==> config.mk <==
export PLATFORM = sky130hd
export DESIGN_NAME = mem_port_arbiter_flat
export DESIGN_NICKNAME = d
export VERILOG_FILES = /design/src/rtl/mem_port_arbiter_if.sv /design/src/rtl/mem_port_arbiter.sv /design/src/flat_wrapper.sv
export SDC_FILE = /design/constraint.sdc
export NUM_CORES = 1
export LEC_CHECK = 0
export ABC_AREA = 1
export CORE_UTILIZATION = 40
export DETAILED_ROUTE_END_ITERATION = 10
export PLACE_DENSITY_LB_ADDON = 0.05
export SYNTH_ARGS = -nofsm -noshare
export SYNTH_HDL_FRONTEND = slang
export SYNTH_SLANG_ARGS = --single-unit
==> constraint.sdc <==
create_clock -name clk -period 2.01 [get_ports clk]
set_input_delay 0.201 -clock clk [delete_from_list [all_inputs] [get_ports clk]]
set_output_delay 0.201 -clock clk [all_outputs]
set_load 0.05 [all_outputs]
==> src/rtl/mem_port_arbiter_if.sv <==
// Bus bundle for mem_port_arbiter: fetch port, data port and the shared memory port.
// slave = arbiter side, master = requesters/memory side.
interface mem_port_arbiter_if #(
    parameter int DATA_W = 16,
    parameter int ADDR_W = 16
);
    logic              f_req;
    logic [ADDR_W-1:0] f_addr;
    logic              f_gnt;
    logic              f_rvalid;
    logic [DATA_W-1:0] f_rdata;

    logic              d_req;
    logic              d_we;
    logic [ADDR_W-1:0] d_addr;
    logic [DATA_W-1:0] d_wdata;
    logic              d_gnt;
    logic              d_rvalid;
    logic [DATA_W-1:0] d_rdata;

    logic              mem_en;
    logic              mem_we;
    logic [ADDR_W-1:0] mem_addr;
    logic [DATA_W-1:0] mem_wdata;
    logic [DATA_W-1:0] mem_rdata;

    logic              busy;

    modport slave (
        input  f_req, f_addr, d_req, d_we, d_addr, d_wdata, mem_rdata,
        output f_gnt, f_rvalid, f_rdata, d_gnt, d_rvalid, d_rdata,
               mem_en, mem_we, mem_addr, mem_wdata, busy
    );

    modport master (
        output f_req, f_addr, d_req, d_we, d_addr, d_wdata, mem_rdata,
        input  f_gnt, f_rvalid, f_rdata, d_gnt, d_rvalid, d_rdata,
               mem_en, mem_we, mem_addr, mem_wdata, busy
    );
endinterface

==> src/rtl/mem_port_arbiter.sv <==
// Shares one memory port between instruction fetch (F) and data traffic (D), D has priority.
// Optional macro MEM_PORT_ARB_STARVE_EN adds a starvation guard forcing F after STARVE_MAX D grants.
module mem_port_arbiter #(
    parameter int DATA_W     = 16,
    parameter int ADDR_W     = 16,
    parameter int MEM_LAT    = 2,
    parameter int STARVE_MAX = 4
) (
    input  logic              clk,
    input  logic              rst_n,
    mem_port_arbiter_if.slave bus
);
    typedef enum logic {IDLE, ACCESS} state_t;

    localparam logic [3:0] LAT_LOAD   = 4'(MEM_LAT - 1);
    localparam logic [3:0] STARVE_LIM = 4'(STARVE_MAX);

    if (MEM_LAT < 1 || MEM_LAT > 15 || STARVE_MAX < 1 || STARVE_MAX > 15) begin : g_param_chk
        $error("mem_port_arbiter: MEM_LAT and STARVE_MAX must be in 1..15");
    end

    state_t            state_q, state_d;
    logic [3:0]        lat_q, lat_d;
    logic              grant_f, grant_d, done, force_f;
    logic              owner_d_q, we_q, mem_en_q;
    logic [ADDR_W-1:0] addr_q;
    logic [DATA_W-1:0] wdata_q;
    logic              f_rvalid_q, d_rvalid_q;
    logic [DATA_W-1:0] f_rdata_q, d_rdata_q;

`ifdef MEM_PORT_ARB_STARVE_EN
    logic [3:0] starve_q;

    assign force_f = bus.f_req && (starve_q == STARVE_LIM);

    always_ff @(posedge clk or negedge rst_n) begin
        if (!rst_n) begin
            starve_q <= '0;
        end else if (grant_f) begin
            starve_q <= '0;
        end else if (grant_d && bus.f_req && (starve_q < STARVE_LIM)) begin
            starve_q <= starve_q + 4'd1;
        end
    end
`else
    assign force_f = 1'b0;
`endif

    // Grants are gated by rst_n so every output reads 0 while reset is held.
    always_comb begin
        state_d = state_q;
        lat_d   = lat_q;
        grant_f = 1'b0;
        grant_d = 1'b0;
        done    = 1'b0;
        case (state_q)
            IDLE: begin
                if (rst_n) begin
                    if (force_f)        grant_f = 1'b1;
                    else if (bus.d_req) grant_d = 1'b1;
                    else if (bus.f_req) grant_f = 1'b1;
                end
                if (grant_f || grant_d) begin
                    state_d = ACCESS;
                    lat_d   = LAT_LOAD;
                end
            end
            ACCESS: begin
                if (lat_q == 4'd0) begin
                    done    = 1'b1;
                    state_d = IDLE;
                end else begin
                    lat_d = lat_q - 4'd1;
                end
            end
            default: state_d = IDLE;
        endcase
    end

    always_ff @(posedge clk or negedge rst_n) begin
        if (!rst_n) begin
            state_q    <= IDLE;
            lat_q      <= '0;
            owner_d_q  <= 1'b0;
            we_q       <= 1'b0;
            mem_en_q   <= 1'b0;
            addr_q     <= '0;
            wdata_q    <= '0;
            f_rvalid_q <= 1'b0;
            d_rvalid_q <= 1'b0;
            f_rdata_q  <= '0;
            d_rdata_q  <= '0;
        end else begin
            state_q    <= state_d;
            lat_q      <= lat_d;
            mem_en_q   <= grant_f || grant_d;
            f_rvalid_q <= done && !owner_d_q;
            d_rvalid_q <= done && owner_d_q;
            if (grant_f || grant_d) begin
                owner_d_q <= grant_d;
                we_q      <= grant_d && bus.d_we;
                addr_q    <= grant_d ? bus.d_addr : bus.f_addr;
                wdata_q   <= grant_d ? bus.d_wdata : '0;
            end
            if (done && !owner_d_q)
                f_rdata_q <= bus.mem_rdata;
            if (done && owner_d_q && !we_q)
                d_rdata_q <= bus.mem_rdata;
        end
    end

    assign bus.f_gnt     = grant_f;
    assign bus.d_gnt     = grant_d;
    assign bus.f_rvalid  = f_rvalid_q;
    assign bus.d_rvalid  = d_rvalid_q;
    assign bus.f_rdata   = f_rdata_q;
    assign bus.d_rdata   = d_rdata_q;
    assign bus.mem_en    = mem_en_q;
    assign bus.mem_we    = mem_en_q && we_q;
    assign bus.mem_addr  = addr_q;
    assign bus.mem_wdata = wdata_q;
    assign bus.busy      = (state_q == ACCESS);
endmodule
==> src/flat_wrapper.sv <==
// flat-port wrapper written by rule: the top's interface ports become plain ports
module mem_port_arbiter_flat 
#(
    parameter int DATA_W     = 16,
    parameter int ADDR_W     = 16,
    parameter int MEM_LAT    = 2,
    parameter int STARVE_MAX = 4
)
  (clk, rst_n, bus_f_req, bus_f_addr, bus_d_req, bus_d_we, bus_d_addr, bus_d_wdata, bus_mem_rdata, bus_f_gnt, bus_f_rvalid, bus_f_rdata, bus_d_gnt, bus_d_rvalid, bus_d_rdata, bus_mem_en, bus_mem_we, bus_mem_addr, bus_mem_wdata, bus_busy);
  mem_port_arbiter_if #(.DATA_W(DATA_W), .ADDR_W(ADDR_W)) bus_i ();
  input  logic clk;
  input  logic rst_n;
  input wire logic [$bits(bus_i.f_req)-1:0] bus_f_req;
  input wire logic [$bits(bus_i.f_addr)-1:0] bus_f_addr;
  input wire logic [$bits(bus_i.d_req)-1:0] bus_d_req;
  input wire logic [$bits(bus_i.d_we)-1:0] bus_d_we;
  input wire logic [$bits(bus_i.d_addr)-1:0] bus_d_addr;
  input wire logic [$bits(bus_i.d_wdata)-1:0] bus_d_wdata;
  input wire logic [$bits(bus_i.mem_rdata)-1:0] bus_mem_rdata;
  output wire logic [$bits(bus_i.f_gnt)-1:0] bus_f_gnt;
  output wire logic [$bits(bus_i.f_rvalid)-1:0] bus_f_rvalid;
  output wire logic [$bits(bus_i.f_rdata)-1:0] bus_f_rdata;
  output wire logic [$bits(bus_i.d_gnt)-1:0] bus_d_gnt;
  output wire logic [$bits(bus_i.d_rvalid)-1:0] bus_d_rvalid;
  output wire logic [$bits(bus_i.d_rdata)-1:0] bus_d_rdata;
  output wire logic [$bits(bus_i.mem_en)-1:0] bus_mem_en;
  output wire logic [$bits(bus_i.mem_we)-1:0] bus_mem_we;
  output wire logic [$bits(bus_i.mem_addr)-1:0] bus_mem_addr;
  output wire logic [$bits(bus_i.mem_wdata)-1:0] bus_mem_wdata;
  output wire logic [$bits(bus_i.busy)-1:0] bus_busy;
  assign bus_i.f_req = bus_f_req;
  assign bus_i.f_addr = bus_f_addr;
  assign bus_i.d_req = bus_d_req;
  assign bus_i.d_we = bus_d_we;
  assign bus_i.d_addr = bus_d_addr;
  assign bus_i.d_wdata = bus_d_wdata;
  assign bus_i.mem_rdata = bus_mem_rdata;
  assign bus_f_gnt = bus_i.f_gnt;
  assign bus_f_rvalid = bus_i.f_rvalid;
  assign bus_f_rdata = bus_i.f_rdata;
  assign bus_d_gnt = bus_i.d_gnt;
  assign bus_d_rvalid = bus_i.d_rvalid;
  assign bus_d_rdata = bus_i.d_rdata;
  assign bus_mem_en = bus_i.mem_en;
  assign bus_mem_we = bus_i.mem_we;
  assign bus_mem_addr = bus_i.mem_addr;
  assign bus_mem_wdata = bus_i.mem_wdata;
  assign bus_busy = bus_i.busy;
  mem_port_arbiter #(.DATA_W(DATA_W), .ADDR_W(ADDR_W), .MEM_LAT(MEM_LAT), .STARVE_MAX(STARVE_MAX)) u_core (.clk(clk), .rst_n(rst_n), .bus(bus_i));
endmodule
---- Yosys cells after proc, flatten, opt, wreduce, memory -nomap -nowiden ----
Index checks and enable logic that the tools add are counted.
operators by class
  add/sub/neg operators ................... 1
  equal/unequal tests ..................... 2
  mux-type cells .......................... 19
  bitwise gates (word level) .............. 1
  reductions and logical operators ........ 11
operator list
  operator             count
  $mux 16              2
  $mux 1               13
  $mux 4               2
  $pmux 4 s2           1
  $logic_and 1x1->1    5
  $logic_not 4->1      1
  $sub 4x1->4 const B  1
  $logic_not 1->1      2
  $logic_or 1x1->1     2
  $ne 2x1->1 const B   1
  $ne 2x2->1 const B   1
  $pmux 1 s2           1
  $reduce_and 2->1     1
  $not 1->1            1
word-level totals
  flip-flop bits (word level) ............. 74
  input port bits ......................... 69
  output and inout port bits .............. 71
  word-level logic and storage cells ...... 45

---- Logic depth before layout (Yosys ltp) ----
  depth after elaboration ................. 7
  depth in mapped cells ................... 8
  mapped depth without buffers ............ 7

---- Worst setup path before layout ----
OpenSTA, ideal clock, no wires.
  kind .................................... reg2reg
  start ................................... register u_core.state_q, in the netlist u_core.bus.busy
  end ..................................... register u_core.wdata_q[10], in the netlist u_core.bus.mem_wdata[10]
  setup time .............................. 66 ps
  arrival time ............................ 1,500 ps
  setup slack ............................. 444 ps
  cell stages (with the launch flop) ...... 7
  buffers on the path ..................... 1
  period minus slack after synthesis ...... 1,566 ps
  path through ............................ dfrtp_1 > inv_2 > nand3_2 > inv_2 > buf_2 > nand2_1 > nand2_1
between the ends
  cells in the longest elaborated chain, start to end .. 2
ends and longest elaborated chain
  item                                         RTL line                                         source
  start, declared                              mem_port_arbiter.sv:22                           state_t state_q, state_d;
  start signal, assigned                       mem_port_arbiter.sv:94                           state_q <= state_d;
  $mux 1 (*)                                   mem_port_arbiter.sv:56                           case (state_q)
  net bus_d_gnt                                flat_wrapper.sv:23                               output wire logic [$bits(bus_i.d_gnt)-1:0] bus_d_gnt;
  $mux 16 or $logic_or 1x1->1 (tied branches)  mem_port_arbiter.sv:103, mem_port_arbiter.sv:99
  end signal, assigned                         mem_port_arbiter.sv:103                          wdata_q <= grant_d ? bus.d_wdata : '0;
  end, declared                                mem_port_arbiter.sv:27                           logic [DATA_W-1:0] wdata_q;
The timed path passes the listed nets; every way through them passes the cells marked *.
A chain may end at the register's enable or synchronous reset.

---- Worst setup path after layout ----
  start ................................... register u_core.state_q, in the netlist u_core.bus.busy
  end ..................................... output port bus_busy
RTL lines
  item           RTL line            source
  end, declared  flat_wrapper.sv:30  output wire logic [$bits(bus_i.busy)-1:0] bus_busy;
No word-level cell between the ends.

==> metrics <==
status=complete, no violations; Clock Tree Buf Depth=2; Mapped Area=approximately 0.0032 mm2; Power Dens Cells=1860 mW/mm2; Critical Path Fanout Max=7; row count=32; Flop pwr share=29.4%; LEAKAGE=approximately 2.4 nW; Clk pwr share=12.7%; pre-CTS setup slack=0.343 ns; Remaining Overflow, GRT=0; Final TNS setup=0 ns; Buf+Inv Stages, Crit Path=1; chip height=90.8 um; Mean Syn Cell Area=8.33 um2; Hold Path Class=input pin to asynchronous set/reset pin; worst endpoint required time=1.81 ns; antenna viol nets, final=0; CP peak stage delay=0.87 ns; WL met3=between 600 and 700 um; post-synthesis net count=between 400 and 500; #FFs+latches synth=74; Slew HR=45.0%; Yosys top cell area share=58.7%; H-Tree Depth=3; CTS clock-pin slew for the worst setup and hold paths=0.08 ns; Cell variety after synth=18; antenna cells=0; fill count=705; Post-CTS Resized=0; dpl hpwl=about 5700 um; Clock Latency Late Sink=0.34 ns; vias per inst=~4.6; I/O pins=140; Ys Warns=0; initial antenna violation count=0; vias=2918; TritonCTS clock tree=built; CTS root buf=clkbuf_8; CP Launch Type=register; final slew viol count=0; post-synth top area cell=dfrtp_1; clock period minus worst slack=between 1.5 and 2 ns; NetSw=approximately 4.6 mW; Met1 Wirelength=3530 um; RSZ-0062 raised after global routing=false; port bufs=139; max cap viols=0; drc violations=0; area grow syn2layout=54.4%; sequential share of the synthesized area=58.7%; Setup violations, final=0; 1st-pass router iterations=4; largest net degree at the start of global routing=65; die width=90.8 um; Final #Nets=591; crit path capture type=output pin; sw frac=50.5%; leading cell type in the layout, fill and taps excluded=nand2_1; main area contributors after synthesis=dfrtp_1 (59%), nand2_1 (27%), o21ai_0 (5.2%), buf_4 (1.7%), inv_1 (1.1%); final worst slack=0.0926 ns; most frequent cells in the layout=nand2_1 (224), clkdlybuf4s50_1 (135), dfrtp_1 (74); internal power=~4.5 mW; core area=0.00769 mm2; All-Layer GR Usage=between 20% and 30%; DR WL met2=3930 um; Max IR drop VDD=0.919 mV; global-route wire length before repair=13600 um; Clock Skew=0.00525 ns; crit path max-delay cell type=clkdlybuf4s50_1; Final Hold Fails=0; CTS buffer count=9; maximum clock frequency=0.522 GHz; Die ar.=0.00825 mm2; Mapped Cells=379; Top delay family on crit path=buffers and inverters; WL/cell=13.0 um; Top Metal Used=met4; vias in the first global route=2903; crit path kind=register to output pin; combinational share of power=between 50% and 60%; layout cells sized above 1=7.22%; Initial Util=41.1%; CTS sink cnt=between 70 and 80; Worst-Margin Slew=0.825 ns; First DRT Iteration DRCs=90; GPL Wtd Cong=between 0.7 and 0.8; final WL=8170 um; Cell Chain, Critical Path=clkdlybuf4s50_1; crit path DAT=around 1.7 ns; period utilisation layout=a little over nine tenths
==> synth_stat cells, drive strengths merged <==
| master | n |
|---|---|
| nor2 | 6 |
| nand2 | 224 |
| nand4 | 1 |
| ha | 1 |
| clkbuf | 5 |
| buf | 12 |
| nand3 | 8 |
| xnor2 | 1 |
| o21ai | 35 |
| dfrtp | 74 |
| inv | 12 |
==> metrics by stage <==
| stage | cells | instance area (um2) | utilization, % | hold WS [ns] | power (mW) |
|---|---|---|---|---|---|
| global route | 628 | 4870 | 63.4 | 0.257 | 9.60 |
| detailed placement | 611 | 4660 | 60.6 | 0.0579 | 7.99 |
| finish | 628 | 4870 | 63.4 | 0.257 | 9.09 |
| floorplan | 379 | 3160 | - | -0.0946 | 6.08 |
| CTS | 628 | 4870 | 63.4 | 0.248 | 9.17 |
| global placement | 611 | 4660 | 60.6 | 0.0571 | 7.92 |
==> final cells by class <==
class                      count  area [um2]  share of cell area, %
inverter                      12        45.0                  0.924
clock inverter                 6        66.3                   1.36
tap                          102         128                   2.62
timing repair buffer         148        1490                   30.5
multi-input combinational    276        1160                   23.7
clock buffer                  10         138                   2.82
sequential                    74        1850                   38.0
==> sequential cells by signal (all words and copies together) (netlist names) <==
name / cells
u_core.bus.busy: 1
u_core.bus.d_rvalid: 1
u_core.lat_q: 4
u_core.bus.f_rdata: 16
u_core.owner_d_q: 1
u_core.bus.mem_en: 1
u_core.bus.mem_wdata: 16
u_core.we_q: 1
u_core.bus.f_rvalid: 1
u_core.bus.d_rdata: 16
u_core.bus.mem_addr: 16
==> worst register-to-register path, delay by kind of cell, from the launching register on <==
family	cells	cell delay [ns]
and+or+nand+nor	4	0.72
DFF	1	0.38
adders and majority gates	1	0.31
buffers and inverters	1	0.11
==> power by group through the flow <==
stage	registers, mW	logic (mW)	clock network (mW)
after floorplan	4.91	1.17	0
after global placement	2.68	5.24	0
after detailed placement	2.70	5.29	0
after CTS	2.68	5.30	1.19
after global routing	2.78	5.57	1.25
final	2.68	5.26	1.16
==> timing repair <==
action / in CTS / in global routing
endpoints found under the hold margin: 10 / 0
setup buffers: 0 / 0
hold buffers: 1 / 0
==> worst paths after layout <==
check / from / depth (start not counted) / slack (ns) / end
worst max-delay path: u_core.bus.busy / 1 / 0.09 / bus_busy
worst min-delay path: rst_n / 2 / 0.26 / u_core.bus.mem_addr[0]
worst max register to register: u_core.lat_q[0] / 6 / 0.44 / u_core.bus.f_rdata[0]
worst min register to register: u_core.bus.mem_wdata[15] / 2 / 0.47 / u_core.bus.mem_wdata[15]
max in group asynchronous: rst_n / 3 / 0.70 / u_core.bus.mem_wdata[5]
min in group clk: bus_d_wdata[1] / 3 / 0.39 / u_core.bus.mem_wdata[1]
==> metal layers <==
layer | GRT usage, % | vias up
met1 | 26.0 | 1359
met2 | 35.2 | 104
li1 | - | 1447
met5 | 0 | -
met3 | 7.24 | 8
met4 | 6.22 | 0
==> logic make-up (layout without fill, tap and decap cells) <==
logic type      Yosys count  after routing  synth area share [%]
compound gates           35             35                  5.67
simple gates            239            239                  30.3
flops                    74             74                  58.7
fa+ha+maj                 1              1                 0.396
buf+inv                  29            176                  4.68
xor+xnor                  1              1                 0.277
(Power assumes the default switching activity.)
